[src/rtl/saturation_ctrl.sv]
// -----------------------------------------------------------------------------
// saturation_ctrl
//
// Double-buffered coefficient controller for a saturation / luma filter.
// Software writes a pending coefficient set through a small register port,
// then pulses commit_i. The set is applied on the next frame start, which is
// the first sample of vs_i at its active level. Saturation then ramps toward
// its target by ramp_step on each following frame start.
//
// Ports
//   clk, rst        single rising-edge clock, asynchronous active-high reset
//   wr_i            register write strobe (one write per cycle)
//   addr_i[2:0]     0 sat_target, 1-3 ycoe0-2, 4 ramp_step, 5-7 read-only/reserved
//   wdata_i[15:0]   write data
//   rd_i            read strobe; rdata_o is valid one cycle later
//   rdata_o[15:0]   read data (5: {busy,armed,14'b0}, 6: frame_cnt, 7: saturation)
//   commit_i        one-cycle pulse that arms the pending set
//   vs_i            vertical sync of the video stream
//   saturation_o    active saturation (Q3.6)
//   ycoe0_o..2_o    active luma coefficients (Q3.6)
//   armed_o         a commit is pending and has not been applied yet
//   busy_o          armed or ramping
//   frame_cnt_o     frame-start counter, wraps at 16'hFFFF
// -----------------------------------------------------------------------------
module saturation_ctrl #(
  parameter bit          VS_POL    = 1'b1,
  parameter logic [15:0] SAT_RST   = 16'h0040,
  parameter logic [15:0] YCOE0_RST = 16'd19,
  parameter logic [15:0] YCOE1_RST = 16'd38,
  parameter logic [15:0] YCOE2_RST = 16'd7,
  parameter logic [15:0] FCNT_RST  = 16'h0000
) (
  input  logic        clk,
  input  logic        rst,
  input  logic        wr_i,
  input  logic [2:0]  addr_i,
  input  logic [15:0] wdata_i,
  input  logic        rd_i,
  output logic [15:0] rdata_o,
  input  logic        commit_i,
  input  logic        vs_i,
  output logic [15:0] saturation_o,
  output logic [15:0] ycoe0_o,
  output logic [15:0] ycoe1_o,
  output logic [15:0] ycoe2_o,
  output logic        armed_o,
  output logic        busy_o,
  output logic [15:0] frame_cnt_o
);

  typedef enum logic [1:0] {
    ST_IDLE  = 2'd0,
    ST_ARMED = 2'd1,
    ST_RAMP  = 2'd2
  } state_t;

  state_t      r_state;
  state_t      w_state_nxt;

  // Pending (software-visible) set
  logic [15:0] r_p_target;
  logic [15:0] r_p_coe0;
  logic [15:0] r_p_coe1;
  logic [15:0] r_p_coe2;
  logic [15:0] r_p_step;

  // Active set
  logic [15:0] r_sat;
  logic [15:0] r_tgt;
  logic [15:0] r_step;
  logic [15:0] r_coe0;
  logic [15:0] r_coe1;
  logic [15:0] r_coe2;

  logic        r_vs_prev;
  logic [15:0] r_fcnt;
  logic        r_armed;
  logic        r_busy;
  logic [15:0] r_rdata;

  logic        w_fs;
  logic        w_apply;
  logic        w_ramp;
  logic [15:0] w_rt;
  logic [15:0] w_rs;
  logic [15:0] w_diff;
  logic        w_above;
  logic        w_reach;
  logic [15:0] w_sat_nxt;

  // Frame start: active level now, inactive at the previous sample.
  assign w_fs = (vs_i == VS_POL) && (r_vs_prev != VS_POL);

  // The applying frame already takes its first step, toward the newly
  // loaded target, so the step math reads the pending set while ARMED.
  assign w_rt    = (r_state == ST_ARMED) ? r_p_target : r_tgt;
  assign w_rs    = (r_state == ST_ARMED) ? r_p_step   : r_step;
  assign w_above = (r_sat > w_rt);
  assign w_diff  = w_above ? (r_sat - w_rt) : (w_rt - r_sat);
  assign w_reach = (w_rs == 16'd0) || (w_diff <= w_rs);
  // No overflow on the add: when not reaching, r_sat + w_rs < w_rt.
  assign w_sat_nxt = w_reach ? w_rt : (w_above ? (r_sat - w_rs) : (r_sat + w_rs));

  // NOTE: every signal written here gets a default first, so no path can
  // leave one unassigned and infer a latch.
  always_comb begin
    w_state_nxt = r_state;
    w_apply     = 1'b0;
    w_ramp      = 1'b0;
    case (r_state)
      ST_IDLE: begin
        if (commit_i) w_state_nxt = ST_ARMED;
      end
      ST_ARMED: begin
        if (w_fs) begin
          w_apply     = 1'b1;
          // A commit on the applying edge re-arms for the following frame.
          w_state_nxt = commit_i ? ST_ARMED : ST_RAMP;
        end
      end
      ST_RAMP: begin
        if (w_fs) begin
          w_ramp = 1'b1;
          if (commit_i)     w_state_nxt = ST_ARMED;
          else if (w_reach) w_state_nxt = ST_IDLE;
        end else if (commit_i) begin
          w_state_nxt = ST_ARMED;
        end
      end
      default: w_state_nxt = ST_IDLE;
    endcase
  end

  // NOTE: sequential state uses non-blocking assignments so every flop
  // samples the pre-edge values regardless of statement order.
  always_ff @(posedge clk or posedge rst) begin
    if (rst) begin
      r_state <= ST_IDLE;
      r_armed <= 1'b0;
      r_busy  <= 1'b0;
    end else begin
      r_state <= w_state_nxt;
      r_armed <= (w_state_nxt == ST_ARMED);
      r_busy  <= (w_state_nxt != ST_IDLE);
    end
  end

  // Pending registers, written from the register port.
  always_ff @(posedge clk or posedge rst) begin
    if (rst) begin
      r_p_target <= SAT_RST;
      r_p_coe0   <= YCOE0_RST;
      r_p_coe1   <= YCOE1_RST;
      r_p_coe2   <= YCOE2_RST;
      r_p_step   <= 16'd0;
    end else if (wr_i) begin
      case (addr_i)
        3'd0:    r_p_target <= wdata_i;
        3'd1:    r_p_coe0   <= wdata_i;
        3'd2:    r_p_coe1   <= wdata_i;
        3'd3:    r_p_coe2   <= wdata_i;
        3'd4:    r_p_step   <= wdata_i;
        default: ;
      endcase
    end
  end

  // Active set and frame bookkeeping; changes only on frame-start edges.
  always_ff @(posedge clk or posedge rst) begin
    if (rst) begin
      r_vs_prev <= ~VS_POL;
      r_fcnt    <= FCNT_RST;
      r_sat     <= SAT_RST;
      r_tgt     <= SAT_RST;
      r_step    <= 16'd0;
      r_coe0    <= YCOE0_RST;
      r_coe1    <= YCOE1_RST;
      r_coe2    <= YCOE2_RST;
    end else begin
      r_vs_prev <= vs_i;
      if (w_fs) r_fcnt <= r_fcnt + 16'd1;
      if (w_apply) begin
        r_tgt  <= r_p_target;
        r_step <= r_p_step;
        r_coe0 <= r_p_coe0;
        r_coe1 <= r_p_coe1;
        r_coe2 <= r_p_coe2;
      end
      if (w_apply || w_ramp) r_sat <= w_sat_nxt;
    end
  end

  // Registered read port; holds its last value when rd_i is low.
  always_ff @(posedge clk or posedge rst) begin
    if (rst) begin
      r_rdata <= 16'd0;
    end else if (rd_i) begin
      case (addr_i)
        3'd0:    r_rdata <= r_p_target;
        3'd1:    r_rdata <= r_p_coe0;
        3'd2:    r_rdata <= r_p_coe1;
        3'd3:    r_rdata <= r_p_coe2;
        3'd4:    r_rdata <= r_p_step;
        3'd5:    r_rdata <= {r_busy, r_armed, 14'b0};
        3'd6:    r_rdata <= r_fcnt;
        default: r_rdata <= r_sat;
      endcase
    end
  end

  assign rdata_o      = r_rdata;
  assign saturation_o = r_sat;
  assign ycoe0_o      = r_coe0;
  assign ycoe1_o      = r_coe1;
  assign ycoe2_o      = r_coe2;
  assign armed_o      = r_armed;
  assign busy_o       = r_busy;
  assign frame_cnt_o  = r_fcnt;

endmodule
[config.mk]
export PLATFORM = sky130hd
export DESIGN_NAME = saturation_ctrl
export DESIGN_NICKNAME = d
export VERILOG_FILES = /design/src/rtl/saturation_ctrl.sv
export SDC_FILE = /design/constraint.sdc
export NUM_CORES = 1
export LEC_CHECK = 0
export CAP_MARGIN = 10
export CORE_UTILIZATION = 55
export CTS_CLUSTER_SIZE = 12
export DETAILED_ROUTE_END_ITERATION = 12
export GPL_TIMING_DRIVEN = 0
export PLACE_DENSITY = 0.76
export REMOVE_ABC_BUFFERS = 1
export SETUP_SLACK_MARGIN = 0.15
export SYNTH_ARGS = -nofsm -noshare
export SYNTH_HDL_FRONTEND = slang
export SYNTH_SLANG_ARGS = --single-unit
[constraint.sdc]
create_clock -name clk -period 15.5 [get_ports clk]
set_input_delay 4.65 -clock clk [delete_from_list [all_inputs] [get_ports clk]]
set_output_delay 4.65 -clock clk [all_outputs]
set_load 0.01 [all_outputs]
* Word level (Yosys, flattened, before mapping) *
Index checks and enable logic that the tools add are counted.
W data, S select, Z words.

word-level totals
  register bits = 213
  latch bits = 0
  memory bits (writable) = 0
  ROM bits = 0
  memories kept = 0

operators by class
  add/subtract/negate cells = 5
  multipliers = 0
  div/mod/pow operators = 0
  $lt $le $gt $ge = 2
  equality and inequality tests = 9
  shifts and indexed selects = 0
  multiplexer cells = 16
  bitwise gates (word level) = 1
  reductions and logical operators = 12

operators by type and width
  kind                     number
  $pmux W16 S7             1
  $mux W16                 5
  $sub A16 B16 Y16         3
  $add A16 B1 Y16 const B  1
  $add A16 B16 Y16         1
  $gt A16 B16 Y1           1
  $le A16 B16 Y1           1
  $logic_not A16 Y1        1
  $mux W2                  6
  $reduce_and A2 Y1        5
  $eq A3 B3 Y1 const B     3
  $eq A3 B2 Y1 const B     2
  $pmux W2 S3              1
  $eq A2 B1 Y1 const B     2
  $eq A3 B1 Y1 const B     1
  $logic_not A3 Y1         1
  $mux W1                  3
  $eq A2 B2 Y1 const B     1
  $logic_not A2 Y1         1
  $logic_or A1 B1 Y1       2
  $reduce_bool A2 Y1       1
  $logic_and A1 B1 Y1      1
  $not A1 Y1               1

* Depth between registers and ports, before layout *
Gate-level depths: netlist of the first run.

  word-level depth = 11
  depth in mapped cells = 29

* Worst setup path after synthesis of the first run *
No wires, ideal clock.

  kind = input port to flip-flop
  start point = input port addr_i[1]
  end point = register r_rdata[15], in the netlist rdata_o[15]
  data arrival time = 6287 ps
  setup slack = 9077 ps
  stages on the path = 7
  buffers on the path = 2
  path through = clkbuf_1 -> buf_1 -> mux2_2 -> a221oi_1 -> a31oi_1 -> o221ai_1 -> o21ai_0

on the way
  cells in the longest elaborated chain, start to end = 2
  elaborated cells on any way between the ends = 8
  those cells by class = eq/ne: 6; mux: 1; reduce/logical: 1

ends and longest elaborated chain
  element                                     RTL line  source
  start, declared                             36        input logic [2:0] addr_i,
  $eq A3 B3 Y1, or another cell as far along  198       case (addr_i)
  $pmux W16 S7 *                              198
  end signal, assigned                        199       3'd0: r_rdata <= r_p_target;
  end signal, assigned                        200       3'd1: r_rdata <= r_p_coe0;
  end signal, assigned                        201       3'd2: r_rdata <= r_p_coe1;
  end, declared                               79        logic [15:0] r_rdata;

Every way passes the cells marked *; elsewhere a longest branch is shown, timed or not.
A chain may end at the register's enable or synchronous reset.

* Worst setup path after layout of the first run *
  start point = input port addr_i[2]
  end point = register r_p_coe0[14]

on the way
  cells in the longest elaborated chain, start to end = 2

ends and longest elaborated chain
  element                      RTL line  source
  $eq A3 B1 Y1                 157       case (addr_i)
  $reduce_and A2 Y1 (no line)  --
  end signal, assigned         159       3'd1: r_p_coe0 <= wdata_i;
  end, declared                62        logic [15:0] r_p_coe0;

No other way between the ends.

==> results of run 1 <==
[per-layer routing]
metal | vias to the layer above | global-route usage (%)
met5 | - | 0
met4 | 0 | 9.24
met3 | 66 | 4.17
met2 | 344 | 48.1
met1 | 4893 | 41.0
li1 | 4513 | -
[path summary, 6_finish.rpt]
path | startpoint | endpoint | slack, ns
setup / recovery | addr_i[2] | r_p_coe0[14]$_DFFE_PP0P_ | 8.46
hold / removal | r_step[13]$_DFFE_PP0P_ | r_step[13]$_DFFE_PP0P_ | 0.51
setup reg to reg | r_state[1]$_DFF_PP0_ | saturation_o[7]$_DFFE_PP0P_ | 8.53
hold reg to reg | r_step[13]$_DFFE_PP0P_ | r_step[13]$_DFFE_PP0P_ | 0.51
max in group asynchronous | rst | r_tgt[9]$_DFFE_PP0P_ | 9.81
min in group asynchronous | rst | r_p_coe1[3]$_DFFE_PP0P_ | 4.63
[sequential cells by signal, summed over array words and instances, names as in the netlist]
name / count
r_tgt: 16
r_p_target: 16
ycoe2_o: 16
ycoe0_o: 16
armed_o: 1
r_state: 2
r_vs_prev: 1
ycoe1_o: 16
busy_o: 1
r_step: 16
rdata_o: 16
r_p_step: 16
r_p_coe0: 16
frame_cnt_o: 16
saturation_o: 16
r_p_coe1: 16
r_p_coe2: 16
[metrics by stage]
| step | power [mW] | setup slack (ns) |
|---|---|---|
| finish | 3.60 | 8.46 |
| global route | 3.85 | 7.99 |
| CTS | 3.58 | 8.50 |
| detailed placement | 3.05 | 7.99 |
| global placement | 2.95 | 2.37 |
| floorplan | 2.35 | 5.06 |
[cells by family (layout without fill, tap and decap cells)]
| group | Yosys count | in the layout | share of synthesized area, % |
|---|---|---|---|
| AO/OA/AOI/OAI | 252 | 252 | 13.2 |
| XOR/XNOR | 52 | 52 | 3.58 |
| adder cells (fa/ha/maj) | 65 | 65 | 6.50 |
| buffers and inverters | 114 | 227 | 4.05 |
| flip-flops | 213 | 213 | 42.0 |
| multiplexers | 227 | 227 | 20.3 |
| AND/OR/NAND/NOR | 272 | 272 | 10.3 |
[power by group]
group          internal (mW)  total, mW  switching [mW]
sequential             0.738      0.910           0.173
combinational          0.999       2.17            1.17
clock                  0.302      0.517           0.216
[critical path: cells and delay by family]
| family | cells | cell delay (ns) |
|---|---|---|
| mux | 1 | 0.43 |
| buf+inv | 2 | 1.05 |
| simple gates | 2 | 1.28 |
[placed cells by master (no fill, tap or decap), types with 7 or more instances in the layout]
cell             instances
nand4_1                  7
a22oi_1                  8
nand2_1                 87
and3_1                   7
nand3_1                 21
nor2_1                  71
nor2b_1                 14
a21oi_1                 67
mux2_2                 176
dfrtp_1                192
inv_1                   54
dfstp_2                 21
nand2b_1                 7
a21o_1                  20
ha_1                    63
nor3_1                  19
clkbuf_1                12
mux2i_1                 43
xnor2_1                 32
clkbuf_16               23
o211ai_1                 8
xor2_1                  20
clkdlybuf4s50_1        120
a31oi_1                 11
o21ai_0                 62
[area by class of cell]
class	instances	area share [%]
Multi-Input combinational cell	868	46.2
Sequential cell	213	35.8
Timing Repair Buffer	132	9.55
Clock buffer	37	4.34
Tap cell	285	2.39
Inverter	55	1.43
Clock inverter	3	0.293
==> metrics.txt, run 1 <==
most common cell in the synthesized netlist=dfrtp_1; Max-Slew Margin vs Limit=16.5%; Mapped Cells=1195; die footprint=23800 sq um; Slew @ Worst Pin=1.25 ns; H-tree depth=1; Final Hold Vio Count=0; fin util=65.8%; worst vdd ir=0.000170 V; Pwr Density=241 nW/um^2; Max Transition Viols Final=0; Layout Cells excl Fill=1593; Async S/R FF share, synth=100%; Num CTS Buffers=23; Worst path slowest cell=and3_1; Synth top area share=37.7%; largest net degree at the start of global routing=132; Synth Register Bits=213; M1 wire length=15400 um; max_cap viols=0; met2 WL post-DR=16000 um; Critical Path Source Type=primary input; Setup Skew=0.00967 ns; met3 wire len=2090 um; clock slew seen by the registers of the worst setup and hold paths=0.06 ns; Final Critical Period=7.04 ns; Worst Reg2Reg Path Length in Cells=20; antenna-violating nets left=0; # rows=55; CP Class=in2reg; Final Cell Area=14900 sq um; Root Driver=clkbuf_16; Syn Area/Cell=10.7 sq um; PortBufs=122; initial antenna violation count=0; drt total wl=34400 um; Ys Warns=0; CP Capture Type=register; HP Class=reg2reg; Post-synth EDFFs=0; Mapped Area=12700 sq um; vias in the first global route=9949; area grow syn2layout=17.3%; RSZ-0062 raised after global routing=no; Clock Tree Buf Depth=3; critical path arrival=7.43 ns; Hold Path Stages=1; Max Fclk=142 MHz; ANT cells=0; # nets final=1383; grt ovf=0; Placed Area=14200 sq um; CTS tree=yes; highest routed layer=met4; Req. time, crit path=15.88 ns; Max FO, Critical Path=27; IO Pins=123; initial DRC count=807; fin crit share=45.4%; later-pin clock latency in the skew report=0.50 ns; multi-input gate area in the final layout=6900 sq um; Yosys top cell by area=dfrtp_1; first-pass GRT wire length=55000 um; final setup fails=0; RD Place Congestion=0.948; Via density=6.16; Post-synth top cells=dfrtp_1 (192), mux2_2 (176), nand2_1 (87), nor2_1 (75), a21oi_1 (67); CTS resizes=0; CP cell instances=clkdlybuf4s50_1 -> buf_16 -> nor2_1 -> and3_1 -> mux2_2; Fillers=1754; status=completed; Cells after DPL=1553; vias=9816; # Post-CTS Setup Buffers=0; Die Span X=154 um; WHS=0.506 ns; Core Box Area=22700 sq um; DRC viols=0; Netlist cell types=81; Leak=6.48 nW; hold buffers post-CTS=0; CTS Sinks=213; layout cells sized above 1=21.0%; total track usage=29.5%; Wirelength per Cell=21.6 um; max incr delay on CP=0.97 ns; DRT Pass-1 Iters=6; top cells by area, synth=dfrtp_1 (38%), mux2_2 (16%), ha_1 (6.2%), dfstp_2 (4.3%), mux2i_1 (3.4%); Primary FF master, synth=dfrtp_1; Seq/Total Area, Yosys=42.0%; Die Ht=154 um; setup_tns=0 ns; Register Area=5360 sq um; Final HPWL DP=25000 um; Starting Density=56.1%
(Power assumes the default switching activity.)
==> inputs of run 2 (changes only) <==
Clock period 15.5 ns to 6.95 ns, I/O delays scaled along.
==> metrics.txt, run 2 (same netlist as run 1, synthesis figures left out) <==
status=completed; layout cells sized above 1=21.2% (+0.14 points); Via density=6.19 (+0.42%); Num CTS Buffers=23 (unchanged); setup_tns=0 ns (unchanged); GRT busiest layer=met2; DRT Pass-1 Iters=6 (unchanged); commonest cells after routing, fill and taps aside=dfrtp_1 (192), mux2_2 (176), clkdlybuf4s50_1 (120); later-pin clock latency in the skew report=0.51 ns (about the same); vias=9863 (+0.48%); critical path arrival=6.70 ns (-0.73 ns); DRC viols=0 (unchanged); Max FO, Critical Path=27 (unchanged); Final Hold Vio Count=0 (unchanged); Worst Hold End=ycoe1_o[3]$_DFFE_PP0P_; Wirelength per Cell=21.8 um (+1.0%); PortBufs=122 (unchanged); Max Fclk=157 MHz; Final Critical Period=6.35 ns; Worst Path Buf+Inv=1 (-1); Setup Skew=0.00813 ns (-0.00154 ns); CTS Sinks=213 (unchanged); vias in the first global route=9939 (-0.10%); first-pass GRT wire length=55000 um (about the same); Core Box Area=22700 sq um (unchanged); Final HPWL DP=25000 um (unchanged); R2R setup slack=0.60 ns (-7.93 ns); grt ovf=0 (unchanged); Req. time, crit path=7.29 ns (-8.59 ns); Placed Area=14200 sq um (unchanged); WHS=0.506 ns (-0.0000540 ns); Worst Reg2Reg Path Length in Cells=21 (+5.0%); Max-Slew Margin vs Limit=18.5% (+2.1 points); Pwr Density=539 nW/um^2 (+120%); # Post-CTS Setup Buffers=0 (unchanged); # nets final=1384 (+0.072%); endpoint of the worst-slack reg-to-reg timing path=busy_o$_DFF_PP0_; HP Class=reg2reg; GRT met1 Usage=41.1% (+0.13 points); max_cap viols=0 (unchanged); Slew @ Worst Pin=1.22 ns (-0.0310 ns); fin crit share=91.4%; Max Transition Viols Final=0 (unchanged); ANT cells=0 (unchanged); Starting Density=56.1% (unchanged); area grow syn2layout=17.5%; largest net degree at the start of global routing=132 (unchanged); clock slew seen by the registers of the worst setup and hold paths=0.06 ns (about the same); hold wc startpoint=ycoe1_o[3]$_DFFE_PP0P_; CP Class=reg2reg; drt total wl=34700 um (+1.1%); CP cell instances=nor2b_4 -> nand2_1 -> nand2_1 -> ha_1 -> and2_2 -> nand3_2 -> or4_4 -> a21boi_4 -> a221o_1 -> a311oi_2 -> o31ai_1 -> xor2_1 -> ha_1 -> a21o_1 -> a21o_1 -> a211oi_1 -> a221oi_4 -> buf_16 -> nand2b_1 -> a21oi_1 -> o21ai_0; RD Place Congestion=0.948 (unchanged); initial antenna violation count=0 (unchanged); Root Driver=clkbuf_16; commonest non-fill, non-tap cell in the layout=dfrtp_1; Leak=6.48 nW (about the same); Fillers=1752 (-0.11%); Die Span X=154 um (unchanged); Hold Path Stages=1 (unchanged); CTS tree=yes; max incr delay on CP=0.70 ns (-0.27 ns); M3 GR Usage=4.17% (unchanged); delay-heaviest family, CP=compound AO/OA/AOI/OAI gates; RSZ-0062 raised after global routing=no; Die Ht=154 um (unchanged); final setup fails=0 (unchanged); Critical Path Source Type=register; antenna-violating nets left=0 (unchanged); Cells after DPL=1553 (unchanged); total track usage=29.6% (about the same); Layout Cells excl Fill=1594 (+0.063%); fin util=65.9% (+0.12 points); initial DRC count=711 (-12%); routing usage on met2=48.0% (-0.065 points); H-tree depth=1 (unchanged); die footprint=23800 sq um (unchanged); IO Pins=123 (unchanged); worst vdd ir=0.000379 V (+120%); Final Cell Area=15000 sq um (+0.18%); Worst R2R Start=r_state[0]$_DFF_PP0_; Clock Tree Buf Depth=3 (unchanged); CP Capture Type=register; Worst path slowest cell=dfrtp_1; # rows=55 (unchanged)
-- run 2: changes by cell type in the layout (fill, tap and decap cells not counted), sizes merged --
cell and delta:
nand2b +1
-- run 2: worst reg2reg max path: stages, from the launching register on --
cell and delay, ns:
dfrtp_1 0.70, nor2b_4 0.67, nand2_1 0.14, nand2_1 0.24, ha_1 0.39, and2_2 0.24, nand3_2 0.12, or4_4 0.58
a21boi_4 0.20, a221o_1 0.38, a311oi_2 0.38, o31ai_1 0.14, xor2_1 0.21, ha_1 0.29, a21o_1 0.16, a21o_1 0.17
a211oi_1 0.38, a221oi_4 0.18, buf_16 0.21, nand2b_1 0.17, a21oi_1 0.16, o21ai_0 0.08
-- run 2: layer usage --
metal / wire length (um) / up-vias
met5: 0 / -
met4: 881 / 0
met2: 16200 / 324
met1: 15500 / 4960
met3: 2180 / 60
li1: - / 4519
-- run 2: layout make-up --
class / count / area [sq um] / area share, %
timing repair buffer: 132 / 1430 / 9.53
clock inverter: 3 / 43.8 / 0.293
inverter: 55 / 214 / 1.43
multi-input combinational: 869 / 6920 / 46.3
clock buffer: 37 / 648 / 4.33
sequential: 213 / 5360 / 35.8
tap: 285 / 357 / 2.38
-- run 2: where the power goes --
group / internal, mW / switching (mW) / leakage, nW / total, mW
logic: 2.24 / 2.64 / 3.59 / 4.88
registers: 1.65 / 0.386 / 2.56 / 2.03
clock network: 0.672 / 0.483 / 0.334 / 1.16
-- run 2: repair_timing --
action	CTS	global route
resized for setup	1	3
hold buffers	0	0
pin swaps	0	0
cloned	0	1
setup endpoints to repair	5	18
-- run 2: worst max-delay path by stage --
stage	from	to	slack, ns	cells after the start
4_1_cts	r_state[1]$_DFF_PP0_	saturation_o[7]$_DFFE_PP0P_	0.30	20
2_1_floorplan	rst	armed_o$_DFF_PP0_	-0.92	1
5_1_grt	r_state[1]$_DFF_PP0_	saturation_o[7]$_DFFE_PP0P_	0.15	19
3_5_place_dp	r_state[1]$_DFF_PP0_	saturation_o[7]$_DFFE_PP0P_	0.07	20
6_report	r_state[0]$_DFF_PP0_	busy_o$_DFF_PP0_	0.60	21
3_3_place_gp	rst	ycoe1_o[13]$_DFFE_PP0P_	-3.62	2
-- run 2: through the flow --
step / power (mW) / setup WS, ns
3_3_place_gp: 6.57 / -3.62
3_5_place_dp: 6.79 / 0.0729
6_report: 8.06 / 0.597
2_1_floorplan: 5.24 / -0.923
5_1_grt: 8.63 / 0.154
4_1_cts: 8.00 / 0.296
